`src/rtl/prim_iter_math_pkg.sv`:
```
// Shared types for the iterative math unit: opcode and FSM state encodings.
package prim_iter_math_pkg;

  localparam int unsigned MaxWidth = 32;

  typedef enum logic [1:0] {
    OpDiv     = 2'd0,
    OpCeilDiv = 2'd1,
    OpClog2   = 2'd2,
    OpVbits   = 2'd3
  } op_e;

  typedef enum logic [2:0] {
    StIdle = 3'd0,
    StDiv  = 3'd1,
    StFix  = 3'd2,
    StLog  = 3'd3,
    StDone = 3'd4
  } state_e;

  function automatic logic is_div_op(op_e op);
    return (op == OpDiv) || (op == OpCeilDiv);
  endfunction

endpackage

```
`src/rtl/prim_iter_math_lzc.sv`:
```
// Combinational leading-zero count of the dividend, used to shorten the divide loop.
// Only instantiated when PRIM_ITER_MATH_EARLY_EXIT_EN is defined.
module prim_iter_math_lzc #(
  parameter int unsigned Width = 16,
  localparam int unsigned CntW = $clog2(Width + 1)
) (
  input  logic [Width-1:0] a_i,
  output logic [CntW-1:0]  lz_cnt_o
);

  // Scanning LSB to MSB lets the highest set bit win; a == 0 yields Width.
  always_comb begin
    lz_cnt_o = CntW'(Width);
    for (int i = 0; i < int'(Width); i++) begin
      if (a_i[i]) lz_cnt_o = CntW'(int'(Width) - 1 - i);
    end
  end

endmodule

```
`src/rtl/prim_iter_math.sv`:
```
// Iterative floor/ceil divide, clog2 and vbits on runtime operands with a valid/ready handshake.
// Define PRIM_ITER_MATH_EARLY_EXIT_EN to skip the dividend's leading zeros in the divide loop.
module prim_iter_math
  import prim_iter_math_pkg::*;
#(
  parameter int unsigned Width = 16
) (
  input  logic             clk_i,
  input  logic             rst_ni,
  input  logic             req_valid_i,
  output logic             req_ready_o,
  input  logic [1:0]       op_i,
  input  logic [Width-1:0] a_i,
  input  logic [Width-1:0] b_i,
  output logic             rsp_valid_o,
  input  logic             rsp_ready_i,
  output logic [Width-1:0] result_o,
  output logic [Width-1:0] rem_o,
  output logic             err_o
);

  localparam int unsigned CntW = $clog2(Width + 1);

  state_e           state_q, state_d;
  op_e              op_q, op_d;
  logic [Width-1:0] quo_q, quo_d;    // dividend/quotient shifter, or the log value v
  logic [Width:0]   prem_q, prem_d;  // partial remainder
  logic [Width-1:0] dvs_q, dvs_d;
  logic [CntW-1:0]  cnt_q, cnt_d;    // iterations left (DIV) or bit count (LOG)
  logic             a_one_q, a_one_d;
  logic [Width-1:0] result_q, result_d;
  logic [Width-1:0] rem_q, rem_d;
  logic             err_q, err_d;

  logic [CntW-1:0]  iter_init;
  logic [Width-1:0] a_aligned;
  logic [Width:0]   trial;
  logic             trial_ge;

`ifdef PRIM_ITER_MATH_EARLY_EXIT_EN
  logic [CntW-1:0] lz_cnt;

  prim_iter_math_lzc #(
    .Width (Width)
  ) u_lzc (
    .a_i      (a_i),
    .lz_cnt_o (lz_cnt)
  );

  assign iter_init = CntW'(Width) - lz_cnt;
  assign a_aligned = a_i << lz_cnt;
`else
  assign iter_init = CntW'(Width);
  assign a_aligned = a_i;
`endif

  assign trial    = {prem_q[Width-1:0], quo_q[Width-1]};
  assign trial_ge = (trial >= {1'b0, dvs_q});

  // NOTE: every variable is given a default before the case so no path leaves one unassigned,
  // which would otherwise infer a latch.
  always_comb begin
    state_d  = state_q;
    op_d     = op_q;
    quo_d    = quo_q;
    prem_d   = prem_q;
    dvs_d    = dvs_q;
    cnt_d    = cnt_q;
    a_one_d  = a_one_q;
    result_d = result_q;
    rem_d    = rem_q;
    err_d    = err_q;

    unique case (state_q)
      StIdle: begin
        if (req_valid_i) begin
          op_d    = op_e'(op_i);
          dvs_d   = b_i;
          prem_d  = '0;
          a_one_d = (a_i == Width'(1));
          if (is_div_op(op_e'(op_i))) begin
            if (b_i == '0) begin
              result_d = '1;
              rem_d    = a_i;
              err_d    = 1'b1;
              state_d  = StDone;
            end else begin
              quo_d   = a_aligned;
              cnt_d   = iter_init;
              state_d = (iter_init == '0) ? StFix : StDiv;
            end
          end else begin
            quo_d   = (a_i == '0) ? '0 : a_i - Width'(1);
            cnt_d   = '0;
            state_d = StLog;
          end
        end
      end

      StDiv: begin
        prem_d = trial_ge ? (trial - {1'b0, dvs_q}) : trial;
        quo_d  = {quo_q[Width-2:0], trial_ge};
        cnt_d  = cnt_q - CntW'(1);
        if (cnt_q == CntW'(1)) state_d = StFix;
      end

      // A nonzero remainder implies divisor > 1, so the increment cannot wrap.
      StFix: begin
        result_d = quo_q + Width'(op_q == OpCeilDiv && prem_q != '0);
        rem_d    = prem_q[Width-1:0];
        err_d    = 1'b0;
        state_d  = StDone;
      end

      StLog: begin
        if (quo_q != '0) begin
          quo_d = quo_q >> 1;
          cnt_d = cnt_q + CntW'(1);
        end else begin
          result_d = (op_q == OpVbits && a_one_q) ? Width'(1) : Width'(cnt_q);
          rem_d    = '0;
          err_d    = 1'b0;
          state_d  = StDone;
        end
      end

      StDone: begin
        if (rsp_ready_i) state_d = StIdle;
      end

      default: state_d = StIdle;
    endcase
  end

  // NOTE: state registers use non-blocking assignments so every flop samples the pre-edge values.
  always_ff @(posedge clk_i or negedge rst_ni) begin
    if (!rst_ni) begin
      state_q  <= StIdle;
      op_q     <= OpDiv;
      quo_q    <= '0;
      prem_q   <= '0;
      dvs_q    <= '0;
      cnt_q    <= '0;
      a_one_q  <= 1'b0;
      result_q <= '0;
      rem_q    <= '0;
      err_q    <= 1'b0;
    end else begin
      state_q  <= state_d;
      op_q     <= op_d;
      quo_q    <= quo_d;
      prem_q   <= prem_d;
      dvs_q    <= dvs_d;
      cnt_q    <= cnt_d;
      a_one_q  <= a_one_d;
      result_q <= result_d;
      rem_q    <= rem_d;
      err_q    <= err_d;
    end
  end

  assign req_ready_o = (state_q == StIdle);
  assign rsp_valid_o = (state_q == StDone);
  assign result_o    = result_q;
  assign rem_o       = rem_q;
  assign err_o       = err_q;

endmodule

```
`config.mk`:
```
export PLATFORM = sky130hd
export DESIGN_NAME = prim_iter_math
export DESIGN_NICKNAME = d
export VERILOG_FILES = /design/src/rtl/prim_iter_math_pkg.sv /design/src/rtl/prim_iter_math_lzc.sv /design/src/rtl/prim_iter_math.sv
export SDC_FILE = /design/constraint.sdc
export NUM_CORES = 1
export LEC_CHECK = 0
export ABC_AREA = 1
export CAP_MARGIN = 10
export CORE_ASPECT_RATIO = 0.5
export CORE_UTILIZATION = 52
export DETAILED_ROUTE_END_ITERATION = 10
export MAX_ROUTING_LAYER = met4
export PLACE_DENSITY = 0.82
export SLEW_MARGIN = 20
export SYNTH_ARGS = -nofsm -noshare
export SYNTH_HDL_FRONTEND = slang
export SYNTH_SLANG_ARGS = --single-unit
```
`constraint.sdc`:
```
create_clock -name clk_i -period 2.2 [get_ports clk_i]
set_input_delay 0.66 -clock clk_i [delete_from_list [all_inputs] [get_ports clk_i]]
set_output_delay 0.66 -clock clk_i [all_outputs]
set_load 0.01 [all_outputs]
```
; ---- Word level (Yosys, flattened, before mapping)
; Cells that the tools add are included.
[totals]
reg_bits = 93
latch_bits = 0
ram_bits = 0
romBits = 0
inputBits = 38
out_inout_bits = 35
wordCells = 87
mem_count = 0
[op_classes]
add_sub_neg = 5
mul = 0
n_div = 0
order_cmp = 1
n_eq_ne = 17
n_shift = 0
mux = 37
bitwise = 0
n_reduce_logical = 17
[op_table]
columns = operator, n
row1 = 16-bit two-way mux, 13
row2 = 16-bit case mux with 3 select lines, 3
row3 = 17-bit two-way mux, 2
row4 = 17-bit case mux with 2 select lines, 1
row5 = 16-bit zero test, 2
row6 = 5-bit two-way mux, 5
row7 = 3-bit two-way mux, 6
row8 = 17-bit by 16-bit >= comparator with 1-bit output, 1
row9 = 17-bit nonzero test, 1
row10 = 17-bit by 16-bit subtractor with 17-bit output, 1
row11 = 16-bit by 1-bit adder with 16-bit output, 1
row12 = 16-bit by 1-bit equality test with 1-bit output (second input constant), 1
row13 = 16-bit nonzero test, 1
row14 = 16-bit by 1-bit subtractor with 16-bit output (second input constant), 1
row15 = 3-bit case mux with 5 select lines, 1
row16 = 5-bit case mux with 3 select lines, 1
row17 = 2-bit inequality test (second input constant), 4
row18 = 4-bit AND reduction, 2
row19 = 3-bit by 2-bit equality test with 1-bit output (second input constant), 2
row20 = 2-bit by 1-bit inequality test with 1-bit output (second input constant), 3
row21 = 3-bit nonzero test, 2
row22 = 5-bit by 1-bit adder with 5-bit output (second input constant), 1
row23 = 5-bit by 1-bit equality test with 1-bit output (second input constant), 1
row24 = 5-bit AND reduction, 1
row25 = other kinds (14), 20

; ---- Depth between registers and ports, before layout
[logic_depth]
word_depth = 5
depth_mapped = 14
depth_no_buf = 14

; ---- Least setup slack after synthesis
; OpenSTA, ideal clock, no wires.
[synth_path]
path_kind = register to register
start = reg prem_q[7]
end = reg result_q[14], in the netlist result_o[14]
setup_ns = 0.130
arrival_time_ns = 1.916
t_required_ns = 2.070
slack_ns = 0.154
path_stages_with_launch = 15
path_buffers = 0
synth_period_minus_slack_ns = 2.046
cell_sequence = dfrtp_1 -> inv_1 -> nand4_1 -> nor2_1 -> a311oi_1 -> ha_1 -> ha_1 -> nand3_1 -> nor2_1 -> nand2_1 -> nor2_1 -> nand2_1 -> xor2_1 -> nand2_1 -> nand3_1
[synth_between]
elab_chain_len = 4
[synth_rtl]
columns = element, line
row1 = start: declaration, prim_iter_math.sv:27  ; logic [Width:0] prem_q, prem_d;
row2 = start signal: assignment, prim_iter_math.sv:152  ; prem_q <= prem_d;
row3 = 17-bit nonzero test, prim_iter_math.sv:109  ; result_d = quo_q + Width'(op_q == OpCeilDiv && prem_q != '0);
row4 = 1-bit logical AND, prim_iter_math.sv:109
row5 = 16-bit by 1-bit adder with 16-bit output, prim_iter_math.sv:109
row6 = 16-bit case mux with 3 select lines, prim_iter_math.sv:74  ; unique case (state_q)
row7 = end signal: assignment, prim_iter_math.sv:156  ; result_q <= result_d;
row8 = end: declaration, prim_iter_math.sv:31  ; logic [Width-1:0] result_q, result_d;
; Every way passes these cells.
; A chain may end at the register's enable or synchronous reset.

; ---- Worst setup path after layout
[layout_path]
start = reg prem_q[12]
end = reg result_q[13], in the netlist result_o[13]
; The elaborated chain is that of the path after synthesis.

==> flow_summary_export.csv <==
group,metric,value,unit
drt,vias,7163,
sta,clock.fmax,447.2,MHz
synth,synth_top_cell_area_share,0.3606,
clock_network,cts_tree,"yes",
sta,fin_crit,2.236,ns
pwr,peakVddDrop,0.9564,mV
cells_and_area,fin_cells,1291,
global_routing,antenna_found_initial,0,
synth,yosysMostFrequentCell,"nand2_1",
synth,synth.area.top_cells,"dfrtp_1 (36%), nand2_1 (18%), inv_1 (6.9%)",
cells_and_area,diodes,0,
run_status,status,"finished with violations",
placement,dp.cells,1264,
synth,syn-num-nets,1003,
sta,hold_viol_final,0,
clock_network,clk_path_buf_depth,2,
synth,synth_flop_cell,"dfrtp_1",
setup_path,path_buf_inv,4,
sta,slew_violations,0,
sta,skew,0.009605,ns
setup_path,crit_path_end_kind,"flop",
setup_path,crit_chain,"inv_1 > nand4_1 > nor2_1 > a311oi_1 > buf_4 > ha_4 > buf_6 > nand3_4 > nor3_2 > buf_4 > nand3_2 > xor2_1 > o211ai_1",
pwr,powerDensity,1648,nW/um^2
synth,avgSynthCellArea,6.866,um^2
sta,setup_ws,-0.03589,ns
sta,max_slew_margin,0.5129,
sta,fin_crit_sh,1.016,
placement,portBuffers,72,
setup_path,crit_fanout,6,
setup_path,worst_path_max_delay_cell,"dfrtp_1",
worst_hold_path,hold_path_class,"primary input to asynchronous set/reset pin",
global_routing,grt_max_degree,53,
floorplanning,coreArea,11950,um^2
floorplanning,initial_core_util,0.5402,
setup_path,crit_arrival,2.46,ns
synth,syn-cell-area,6454,um^2
flow_run,maxCapViolations,0,
drt,viasPerCell,5.548,
setup_path,required,2.42,ns
drt,totalWireLength,20.52,mm
placement,gp_congestion,0.9371,
drt,wl_per_cell,15.89,um
synth,yosysWarnings,0,
global_routing,grt_util_all_layers,0.3166,
setup_path,critical_path_cell_count,13,
setup_path,cp_common_cell,"buf_4",
setup_path,critical_path.top_delay_family,"buffers and inverters",
drt,route.detailed.drc,0,
cells_and_area,fillerInstances,901,
sta,setup_viol,3,
setup_path,max_stage_delay,0.34,ns
floorplanning,rows,28,
sta,hold_slack,0.2403,ns
placement,dpl_cell_area,8124,um^2
placement,pre_cts_slack,-0.2133,ns
floorplanning,ios,73,
cells_and_area,finish.instance_area,8932,um^2
clock_network,insertion_delay,0.35,ns
clock_network,path_clk_slew,0.07,ns
floorplanning,dieHeight,80.78,um
clock_network,hold_buffers,0,
synth,synth-seq-cells,93,
synth,synth_largest_area_cell,"dfrtp_1",
sta,tightest_slew,0.7299,ns
drt,ant_nets,0,
drt,drtPass1Iterations,5,
global_routing,grt_overflow,0,
clock_network,numCtsBuffers,9,
cells_and_area,area_growth,38.41,%
global_routing,grt_pass1_wl,30.91,mm
synth,synth_edf_count,0,
synth,yosysSeqAreaShare,0.3606,
cells_and_area,nets,1184,
setup_path,critPathLaunchType,"flop",
floorplanning,die_area,12890,um^2
run_status,violations,"setup timing",
clock_network,clkSinkCount,93,
setup_path,r2r_cells,13,
synth,synthArstFlopShare,1.000,
cells_and_area,drive_above_1_share,0.1918,
synth,synth_common_cells,"nand2_1 (302), inv_1 (119), dfrtp_1 (93), nand3_1 (86), nor2_1 (66)",
pwr,p_leak,4.414,nW
synth,synth_cells,940,
global_routing,grt_pass1_vias,6453,
clock_network,h-tree-depth,3,
floorplanning,die_w,159.6,um
drt,drtIter0Drc,807,
placement,place_hpwl,14.61,mm
setup_path,critPathKind,"flop to flop",
synth,synth.distinct_cells,39,
clock_network,root_buffer,"clkbuf_16",
sta,rsz0062_at_grt,"true",
-- flip-flops by register name, indices dropped and copies added, names as in the netlist --
name,count
state_q,3
cnt_q,5
op_q,2
rem_o,16
prem_q,17
result_o,16
dvs_q,16
quo_q,16
err_o,1
a_one_q,1
-- routing by layer --
metal  GRT usage  up-vias  wire length, um
li1            -     3426                -
met4     0.09519        0              622
met2      0.5349      322             9715
met5           -        -                0
met3     0.05873       63             1485
met1      0.3926     3352             8695
-- cell type report --
| type | instances | area (um^2) | area share |
|---|---|---|---|
| repair buffers | 193 | 1728 | 0.1934 |
| inverters | 127 | 479.2 | 0.05365 |
| well taps | 165 | 206.4 | 0.02311 |
| clock buffers | 10 | 229.0 | 0.02563 |
| clock inverters | 6 | 46.29 | 0.005183 |
| flip-flops and latches | 93 | 2327 | 0.2605 |
| multi-input cells | 697 | 3916 | 0.4384 |
-- cells in the final DEF, fill, tap and decap left out, types with 3 or more instances in the layout --
cell             netlist  routed
nand2_1              302     290
inv_1                119     113
buf_4                  4     113
dfrtp_1               93      93
nand3_1               86      80
clkdlybuf4s50_1        0      69
nor2_1                66      59
o21ai_1               34      36
o21ai_0               36      34
a22oi_1               23      23
nand4_1               22      22
a21oi_1               22      20
xor2_1                16      16
ha_4                   0      14
inv_2                  7      12
nand2_2                2      11
clkbuf_16              0      11
nor3_1                14      10
nor2_4                 5      10
xnor2_1                8       8
o22ai_1                7       7
ha_1                  24       7
a21boi_1               5       5
nand3_2                2       5
nor2_2                 2       4
nor3_2                 1       4
nand3b_1               4       4
nand2_4                1       4
buf_12                 0       4
nand3_4                0       3
ha_2                   0       3
-- power by group --
group / switching (mW) / internal, mW / total [mW]
clock: 0.726 / 0.776 / 1.50
sequential: 0.577 / 2.55 / 3.13
combinational: 5.91 / 4.18 / 10.1
-- per-stage QoR --
stage                      TNS [ns]  utilization  power (mW)
after floorplan                   0            -       8.656
after global placement       -6.569       0.6800       11.37
after detailed placement     -7.573       0.6800       11.62
after CTS                 -0.005443       0.7092       13.26
after global routing         -1.891       0.7477       15.83
final                      -0.07509       0.7477       14.72
-- what timing repair did --
item / 4_1_cts / 5_1_grt
endpoints found under the hold margin: 0 / 0
setup endpoints to repair: 10 / 31
buffers inserted: 1 / 6
cloned: 0 / 4
pin swaps: 5 / 20
gates resized for setup: 18 / 69
-- final timing paths --
path                                  from      endpoint  slack, ns
worst max-delay path            prem_q[12]  result_o[13]      -0.04
worst min-delay path                rst_ni   result_o[4]       0.24
worst max register to register  prem_q[12]  result_o[13]      -0.04
worst min register to register    rem_o[0]      rem_o[0]       0.49
max in group asynchronous           rst_ni      cnt_q[1]       1.37
min in group clk_i                rem_o[0]      rem_o[0]       0.49
-- cells by family after synthesis --
kind of cell | share of synthesized area
and+or+nand+nor | 0.3435
DFF | 0.3606
xor gates and xnor gates | 0.03257
buffers and inverters | 0.09442
adders and majority gates | 0.04963
AOI/OAI and AO/OA | 0.1192
Note: power is estimated with default switching activity, not from simulation.
